## src/rtl/core_load_sequencer.sv

```systemverilog
// rtl/core_load_sequencer.sv - command-driven SRAM-to-L0/IFIFO load sequencer
module core_load_sequencer #(
  parameter int bw     = 4,
  parameter int row    = 8,
  parameter int col    = 8,
  parameter int addr_w = 11,
  parameter int len_w  = 11
) (
  input  logic                clk,
  input  logic                reset,
  input  logic                start,
  input  logic                mode,
  input  logic [addr_w-1:0]   act_base,
  input  logic [addr_w-1:0]   wt_base,
  input  logic [len_w-1:0]    act_len,
  input  logic [len_w-1:0]    wt_len,
  output logic                busy,
  output logic                done,
  output logic                xmem_cen,
  output logic                pmem_cen,
  output logic [addr_w-1:0]   xmem_a,
  output logic [addr_w-1:0]   pmem_a,
  input  logic [bw*row-1:0]   Q_act,
  input  logic [bw*col-1:0]   Q_wt,
  output logic [bw*row-1:0]   l0_in,
  output logic                l0_wr,
  input  logic                l0_full,
  output logic [bw*col-1:0]   ififo_in,
  output logic                ififo_wr,
  input  logic                ififo_full
);

  localparam int LW = bw * row;
  localparam int FW = bw * col;

  typedef enum logic [2:0] {
    S_IDLE, S_WS_WT, S_WS_ACT, S_OS_STREAM, S_DRAIN, S_DONE
  } state_t;

  state_t              state_q, state_d;
  logic [len_w-1:0]    idx_q, idx_d;
  logic                mode_q;
  logic [addr_w-1:0]   act_base_q, wt_base_q;
  logic [len_w-1:0]    act_len_q, wt_len_q;
  logic                inflight_q, src_wt_q;
  logic                skid_v_q;
  logic [LW-1:0]       l0_skid_q;
  logic [FW-1:0]       ff_skid_q;
  logic [addr_w-1:0]   xa_q, pa_q;

  logic                os_mode, dest_full, have_word, wr_now;
  logic                issue, last_issue, x_issue, p_issue;
  logic [len_w-1:0]    cur_len;
  logic [addr_w-1:0]   x_addr, p_addr;
  logic [LW-1:0]       ret_l0;

  // Datapath: issue gating, address generation and write-back selection
  always_comb begin
    os_mode    = ~mode_q;
    dest_full  = l0_full | (os_mode & ififo_full);
    have_word  = inflight_q | skid_v_q;
    wr_now     = have_word & ~dest_full;
    cur_len    = (state_q == S_WS_WT) ? wt_len_q : act_len_q;
    issue      = (state_q inside {S_WS_WT, S_WS_ACT, S_OS_STREAM}) & ~dest_full & ~skid_v_q;
    last_issue = issue & (idx_q == cur_len - len_w'(1));
    x_issue    = issue & (state_q != S_WS_WT);
    p_issue    = issue & (state_q != S_WS_ACT);
    x_addr     = act_base_q + addr_w'(idx_q);
    p_addr     = wt_base_q + addr_w'(idx_q);
    // weight words share the L0 path in WS
    ret_l0     = src_wt_q ? LW'(Q_wt) : Q_act;
    l0_wr      = wr_now;
    ififo_wr   = wr_now & os_mode;
    l0_in      = skid_v_q ? l0_skid_q : (inflight_q ? ret_l0 : '0);
    ififo_in   = !os_mode ? '0 : (skid_v_q ? ff_skid_q : (inflight_q ? Q_wt : '0));
    xmem_cen   = ~x_issue;
    pmem_cen   = ~p_issue;
    xmem_a     = x_issue ? x_addr : xa_q;
    pmem_a     = p_issue ? p_addr : pa_q;
  end

  // Next-state, word index and status outputs
  always_comb begin
    state_d = state_q;
    idx_d   = idx_q;
    busy    = (state_q != S_IDLE);
    done    = (state_q == S_DONE);
    case (state_q)
      S_IDLE: begin
        if (start) begin
          idx_d = '0;
          if (mode) begin
            if (wt_len != '0)       state_d = S_WS_WT;
            else if (act_len != '0) state_d = S_WS_ACT;
            else                    state_d = S_DONE;
          end else begin
            state_d = (act_len != '0) ? S_OS_STREAM : S_DONE;
          end
        end
      end
      S_WS_WT: begin
        if (last_issue) begin
          idx_d   = '0;
          state_d = (act_len_q != '0) ? S_WS_ACT : S_DRAIN;
        end else if (issue) begin
          idx_d = idx_q + len_w'(1);
        end
      end
      S_WS_ACT, S_OS_STREAM: begin
        if (last_issue)  state_d = S_DRAIN;
        else if (issue)  idx_d = idx_q + len_w'(1);
      end
      // in-flight word and skid are never both occupied
      S_DRAIN: if (!have_word || !dest_full) state_d = S_DONE;
      S_DONE:  state_d = S_IDLE;
      default: state_d = S_IDLE;
    endcase
  end

  // State register and command capture
  always_ff @(posedge clk or negedge reset) begin
    if (!reset) begin
      state_q    <= S_IDLE;
      idx_q      <= '0;
      mode_q     <= 1'b0;
      act_base_q <= '0;
      wt_base_q  <= '0;
      act_len_q  <= '0;
      wt_len_q   <= '0;
    end else begin
      state_q <= state_d;
      idx_q   <= idx_d;
      if (state_q == S_IDLE && start) begin
        mode_q     <= mode;
        act_base_q <= act_base;
        wt_base_q  <= wt_base;
        act_len_q  <= act_len;
        wt_len_q   <= wt_len;
      end
    end
  end

  // In-flight tracking, held addresses and the one-entry skid
  always_ff @(posedge clk or negedge reset) begin
    if (!reset) begin
      inflight_q <= 1'b0;
      src_wt_q   <= 1'b0;
      skid_v_q   <= 1'b0;
      l0_skid_q  <= '0;
      ff_skid_q  <= '0;
      xa_q       <= '0;
      pa_q       <= '0;
    end else begin
      inflight_q <= issue;
      src_wt_q   <= (state_q == S_WS_WT);
      if (x_issue) xa_q <= x_addr;
      if (p_issue) pa_q <= p_addr;
      if (skid_v_q) begin
        if (!dest_full) skid_v_q <= 1'b0;
      end else if (inflight_q && dest_full) begin
        skid_v_q  <= 1'b1;
        l0_skid_q <= ret_l0;
        ff_skid_q <= Q_wt;
      end
    end
  end

endmodule

```

## config.mk

```make
export PLATFORM = sky130hd
export DESIGN_NAME = core_load_sequencer
export DESIGN_NICKNAME = d
export VERILOG_FILES = /design/src/rtl/core_load_sequencer.sv
export SDC_FILE = /design/constraint.sdc
export NUM_CORES = 1
export LEC_CHECK = 0
export ABC_AREA = 1
export ABC_CLOCK_PERIOD_IN_PS = 3290
export CORE_ASPECT_RATIO = 1.2
export CORE_MARGIN = 2
export CORE_UTILIZATION = 48
export CTS_CLUSTER_DIAMETER = 50
export DETAILED_ROUTE_END_ITERATION = 8
export PLACE_DENSITY = 0.77
export SYNTH_ARGS = -nofsm -noshare
export SYNTH_HDL_FRONTEND = slang
export SYNTH_SLANG_ARGS = --single-unit
```

## constraint.sdc

```tcl
create_clock -name clk -period 3.29 [get_ports clk]
set_input_delay 0.4935 -clock clk [delete_from_list [all_inputs] [get_ports clk]]
set_output_delay 0.4935 -clock clk [all_outputs]
set_load 0.005 [all_outputs]
```

==> results of run 1 <==
-- synth_stat cells (2+ instances only) --
cell type    n
o21ai_0    109
clkinv_1     2
mux2_2      24
nor2_8       2
nand2_2      9
nand3_2      6
nand2_1    488
inv_1      115
nand3_1     48
nand4_1     13
xnor2_1      4
nand3b_2     2
nor4_1       4
nor2_1      47
fa_1         2
nor3_1       9
dfrtp_1    148
nand3b_1     3
clkbuf_1    43
a31oi_1      3
nand2_4      7
nor2_4       2
nor2_2      10
buf_6        4
buf_1        6
ha_1        22
a21oi_1     64
inv_2        9
xor2_1      13
-- path summary, 6_finish.rpt --
| check | startpoint | end | slack, ns | cells after the start |
|---|---|---|---|---|
| max | idx_q[1]$_DFFE_PN0P_ | pmem_a[9] | 0.14 | 12 |
| min | reset | ff_skid_q[17]$_DFFE_PN0P_ | 0.03 | 1 |
| max reg2reg | state_q[2]$_DFFE_PN0P_ | idx_q[2]$_DFFE_PN0P_ | 0.31 | 21 |
| min reg2reg | ff_skid_q[30]$_DFFE_PN0P_ | ff_skid_q[30]$_DFFE_PN0P_ | 0.48 | 2 |
| max in group asynchronous | reset | state_q[2]$_DFFE_PN0P_ | 2.47 | 2 |
| min in group clk | ff_skid_q[30]$_DFFE_PN0P_ | ff_skid_q[30]$_DFFE_PN0P_ | 0.48 | 2 |
-- cell type report --
type / count / area [µm²]
fillers: 1523 / 6030
clock inverters: 14 / 201
multi-input cells: 903 / 4650
clock buffers: 18 / 439
diodes: 1 / 2.50
flip-flops and latches: 148 / 3710
inverters: 127 / 487
repair buffers: 240 / 2380
well taps: 224 / 280
-- worst reg2reg max path, delay by kind of cell, from the launching register on --
kind | cells | cell delay, ns
DFF | 1 | 0.46
and+or+nand+nor | 15 | 1.62
buffers and inverters | 4 | 0.33
xor gates and xnor gates | 1 | 0.16
adders and majority gates | 1 | 0.34
-- registers in the layout, summed over array words and instances (netlist names) --
signal and cells:
src_wt_q 1, wt_len_q 11, skid_v_q 1, wt_base_q 11
xa_q 11, mode_q 1, ff_skid_q 32, inflight_q 1
act_len_q 11, state_q 3, pa_q 11, idx_q 11
l0_skid_q 32, act_base_q 11
-- logic make-up after synthesis --
kind of cell	after synthesis
compound gates	182
xor+xnor	17
fa+ha+maj	24
buf+inv	181
flops	148
mux	24
simple gates	656
-- per-stage QoR --
step | utilization (%) | total power (µW) | cell area [µm²] | hold WS, ns
4_1_cts | 66.2 | 10800 | 12000 | 0.0365
3_5_place_dp | 62.1 | 8600 | 11300 | 0.457
2_1_floorplan | - | 6350 | 8910 | 0.198
3_3_place_gp | 62.1 | 8440 | 11300 | 0.451
6_report | 66.8 | 10900 | 12100 | 0.0264
5_1_grt | 66.8 | 11700 | 12100 | 0.0613
-- routing by layer --
metal,share of wire (%),vias up
met4,3.0,0
met3,5.4,58
met1,40,4098
met2,52,321
li1,-,4320
met5,0,-
-- what timing repair did --
| action | 4_1_cts | 5_1_grt |
|---|---|---|
| endpoints found under the setup margin | 23 | 21 |
| setup buffers | 5 | 3 |
| hold endpoints to repair | 0 | 0 |
| gates resized for setup | 30 | 34 |
| pin swaps | 5 | 7 |
-- report_power, final --
part / leakage [µW] / switching [µW] / internal, µW
Sequential: 0.00183 / 429 / 2640
Clock: 0.000313 / 813 / 1300
Combinational: 0.00366 / 3290 / 2440
Total: 0.00580 / 4530 / 6380
==> flow_summary.ini, run 1 <==
[outcome]
status = finished, final reports clean

[power_and_ir_drop]
p_leak_uw = 0.00580
p_per_area_nw_per_um2 = 898
ir_drop_uv = 483

[critical_path]
critPathTopFamily = compound AO/OA/AOI/OAI gates
crit_buf_inv = 2
startpoint_type = register
worstPathRequired_ns = 2.80
crit_slowest_cell = dfrtp_1
crit_chain = buf_4 -> ha_1 -> nand3_1 -> nand2_1 -> a31oi_4 -> o21ai_2 -> a21oi_1 -> nor2_1 -> nor2_1 -> xor2_1 -> o21ai_1 -> dlygate4sd2_1
criticalPathCategory = reg2out
slowest_delay_ns = 0.38
cp-end-kind = primary output
cp_data_arrival_time_ns = 2.66
crit_fanout = 5
crit_top_cell = nor2_1

[synthesis]
yosys.area_share.simple_pct = 31.8
synth_seq_cells = 148
synth_top_family_by_area = simple AND/OR/NAND/NOR gates
synthesis.area_um2 = 8910
synthArstFlopShare_pct = 100
synth_nets = 1370
yosys-mux-area-fraction_pct = 3.03
synth_top_area_share_pct = 41.5
synthAdderAreaFrac_pct = 3.54
synth_edf_count = 0
synthDistinctLibCells = 43
synth_compound_area_share_pct = 10.4
syn_inst = 1232
avgSynthCellArea_um2 = 7.24
ys_seq_area_share_pct = 41.5
ys_warn_count = 0
ys.flop_type = dfrtp_1
yosys.area.top_type = dfrtp_1
synth_xor_xnor_area_share_pct = 1.67
synth_area_leaders = dfrtp_1 42%, nand2_1 21%, o21ai_0 6.1%

[global_routing]
gr-usage-met2_pct = 48.9
first_global_vias = 8661
use_met3_pct = 4.52
busiest_layer = met2
grt_usage_pct = 27.2
grt_pass1_wl_um = 42400
grt_use_met1_pct = 32.0
grt_overflow = 0
grt_max_degree = 64
antenna_found_initial = 1

[drt]
dr.pass1.iters = 5
post-route-drc-count = 0
drt_iter0_drc = 584
routed_via_density = 5.25
routed_wl_um = 26300
postRouteAntennaNets = 0
wl_per_cell_um = 15.7
dr_total_vias = 8797

[final_layout]
drive_above_1_share_pct = 12.3
final_cell_mix = 485 x nand2_1, 196 x clkdlybuf4s50_1, 145 x dfrtp_1, 112 x inv_1, 93 x o21ai_0
layout_commonest_cell = nand2_1
synthToLayoutAreaGrowth_pct = 36.3
layout.cells.non_filler = 1675
nNetsFinal = 1575

[floorplan]
ios = 206
die_area_um2 = 19700
core-area_um2 = 18200
initial_utilization_pct = 49.0
die_w_um = 128
num_rows = 54
die_y_um = 153

[timing]
rsz0062_at_grt = true
fin_worst_skew_ns = 0.0101
fin_ws_ns = 0.138
min_period_ns = 3.15
hold_viol_final = 0
tightestPinTransition_ns = 1.14
fin_setup_tns_ns = 0
setup_violations = 0
relSlewSlack_pct = 23.6
fmax_mhz = 317
slew_viol_final = 0
fin_crit_sh_pct = 95.8

[clocking]
numCtsBuffers = 17
cts_hold_buf = 0
cts_buffer_depth = 2
htreeDepth = 4
clkLatencyLatePin_ns = 0.43
cts_tree = yes
root_buffer = clkbuf_16
clock-sinks = 148
clkTransAtPathRegs_ns = 0.06

[place]
routabilityCongestion = 0.897
io_buffers = 205
dpl.hpwl_um = 18900
dp_cells = 1634
place_ws_ns = -0.00887

[job]
maxCapViolCount = 0

[min_path]
hold_path.class = in2async
(Power assumes the default switching activity.)
==> run 2, diff against run 1 <==
--- a/config.mk
+++ b/config.mk
@@ -16,3 +16,4 @@
 export SYNTH_ARGS = -nofsm -noshare
 export SYNTH_HDL_FRONTEND = slang
 export SYNTH_SLANG_ARGS = --single-unit
+export TNS_END_PERCENT = 1
==> constraint.sdc (replaced) <==
create_clock -name clk -period 3.29 [get_ports clk]
set_input_delay 0.4935 -clock clk [delete_from_list [all_inputs] [get_ports clk]]
set_output_delay 0.4935 -clock clk [all_outputs]
set_load 0.05 [all_outputs]
==> run 2 against run 1 <==
Against the previous run:
- worst setup slack worse by 0.14 ns
- critical path depth is 3 lower
- sequential share of layout area is 1.7 points lower
- hold slack improved by 0.039 ns
- count of clock-buffer cells in the layout did not move
- via count rose by 0.90%
- clock skew down 0.0036 ns
- die area unchanged
==> flow_summary.ini, run 2 (synthesized netlist as in run 1, its figures left out) <==
[drt]
dr_total_vias = 8876
drt_iter0_drc = 537
dr.pass1.iters = 7
routed_wl_um = 27100
post-route-drc-count = 0
routed_via_density = 5.31
wl_per_cell_um = 16.2
postRouteAntennaNets = 0

[global_routing]
antenna_found_initial = 0
grt_pass1_wl_um = 42300
grt_usage_pct = 27.0
use_met3_pct = 4.34
grt_use_met1_pct = 32.4
grt_overflow = 0
grt_max_degree = 75
gr-usage-met2_pct = 48.9
first_global_vias = 8587
busiest_layer = met2

[final_layout]
multiInputGateArea_um2 = 4640
nNetsFinal = 1573
final_area_um2 = 12800
diodes = 0
drive_above_1_share_pct = 18.0
fill_cells = 1397
synthToLayoutAreaGrowth_pct = 44.1
top_regs = ff_skid_q (32), l0_skid_q (32)
final_cell_mix = 482 x nand2_1, 147 x dfrtp_1, 114 x clkdlybuf4s50_1, 112 x inv_1, 93 x o21ai_0
layout_commonest_cell = nand2_1
regArea_um2 = 3700

[timing]
slew_viol_final = 0
fin_ws_ns = 0.00132
relSlewSlack_pct = 21.0
fin_crit_sh_pct = 100
min_period_ns = 3.29
hold_viol_final = 0
setup_violations = 0
fmax_mhz = 304
rsz0062_at_grt = true
tightestPinTransition_ns = 1.18
fin_worst_skew_ns = 0.00645

[critical_path]
critPathTopFamily = compound AO/OA/AOI/OAI gates
slowest_delay_ns = 0.44
reg2reg_depth = 21
crit_slowest_cell = clkdlybuf4s50_1
crit_fanout = 11
startpoint = ififo_full
path_depth = 9
startpoint_type = primary input
criticalPathCategory = in2out
reg2reg_setup_slack_ns = 0.30
timing.rr.start = state_q[2]$_DFFE_PN0P_
cp-end-kind = primary output
crit_chain = clkdlybuf4s50_1 -> a21oi_1 -> nand2_1 -> a21oi_2 -> clkinvlp_4 -> a21oi_1 -> o21ai_0 -> nand2_1 -> buf_12
r2r-end = idx_q[2]$_DFFE_PN0P_
crit_end = pmem_a[3]
cp_data_arrival_time_ns = 2.80
crit_buf_inv = 3
worstPathRequired_ns = 2.80

[clocking]
clkLatencyLatePin_ns = 0.43
numCtsBuffers = 17
cts_tree = yes
htreeDepth = 4
clkTransAtPathRegs_ns = 0.06
clock-sinks = 148
cts_buffer_depth = 2
root_buffer = clkbuf_16
cts_hold_buf = 0

[floorplan]
core-area_um2 = 18200
die_y_um = 153
die_w_um = 128
initial_utilization_pct = 49.0
die_area_um2 = 19700
ios = 206
num_rows = 54

[power_and_ir_drop]
p_per_area_nw_per_um2 = 1070
p_leak_uw = 0.00615
ir_drop_uv = 750

[place]
io_buffers = 205
dpl.hpwl_um = 19000
placed_cell_area_um2 = 12000
routabilityCongestion = 0.898
place_ws_ns = 0.115

[outcome]
status = finished, final reports clean

[job]
maxCapViolCount = 0

[min_path]
hold_path.class = in2async
run 2: power breakdown:
| group | switching, µW | leakage [µW] | internal, µW |
|---|---|---|---|
| combinational | 5310 | 0.00400 | 3330 |
| sequential | 412 | 0.00183 | 2630 |
| clock | 809 | 0.000309 | 1300 |
run 2: worst min-delay path by stage:
| stage | from | end | cells past startpoint |
|---|---|---|---|
| 3_3_place_gp | ff_skid_q[15]$_DFFE_PN0P_ | ff_skid_q[15]$_DFFE_PN0P_ | 2 |
| 5_1_grt | reset | ff_skid_q[19]$_DFFE_PN0P_ | 1 |
| 4_1_cts | reset | ff_skid_q[19]$_DFFE_PN0P_ | 1 |
| 2_1_floorplan | reset | act_base_q[0]$_DFFE_PN0P_ | 0 |
| 3_5_place_dp | ff_skid_q[10]$_DFFE_PN0P_ | ff_skid_q[10]$_DFFE_PN0P_ | 2 |
| 6_report | reset | ff_skid_q[19]$_DFFE_PN0P_ | 1 |
run 2: cell type report:
cell class              count  share of cell area (%)
well taps                 224                    2.18
inverters                 127                    3.76
repair buffers            237                    24.0
clock inverters            14                    1.56
multi-input cells         903                    36.2
clock buffers              18                    3.42
flip-flops and latches    148                    28.8
repair inverters            1                  0.0584
run 2: per-stage QoR:
step	std cells	hold WS [ns]	setup TNS (ns)	util [%]	power (µW)
CTS	1662	0.110	0	69.6	13600
floorplan	1232	0.198	-0.880	-	8070
detailed placement	1630	0.466	0	65.9	11400
finish	1672	0.0656	0	70.7	13800
global placement	1630	0.462	0	65.9	11300
global route	1672	0.125	-0.844	70.7	14600
run 2: timing repair:
| action | CTS | global route |
|---|---|---|
| setup buffers | 0 | 9 |
| setup endpoints to repair | 6 | 17 |
| pin swaps | 1 | 13 |
| gates resized for setup | 10 | 38 |
| cloned | 0 | 1 |
run 2: worst register-to-register path, cell delays in order (launching register included):
cell and delay [ns]:
dfrtp_1 0.44, inv_2 0.13, buf_4 0.21, nand3_1 0.16
nand2_2 0.12, ha_1 0.25, xnor2_1 0.15, nor2_1 0.11
nand2_1 0.06, nor2_1 0.11, nand2_1 0.08, inv_2 0.04
nand2_1 0.04, nor2_1 0.07, nand2_1 0.09, nor2_4 0.12
nand4_4 0.25, nand2_4 0.16, inv_2 0.08, nand2_4 0.09
inv_4 0.07, nor2_2 0.11
run 2: routing by layer:
metal / up-vias / share of wire [%]
met1: 4195 / 40
met2: 293 / 53
met5: - / 0
li1: 4328 / -
met3: 60 / 5.0
met4: 0 / 2.9
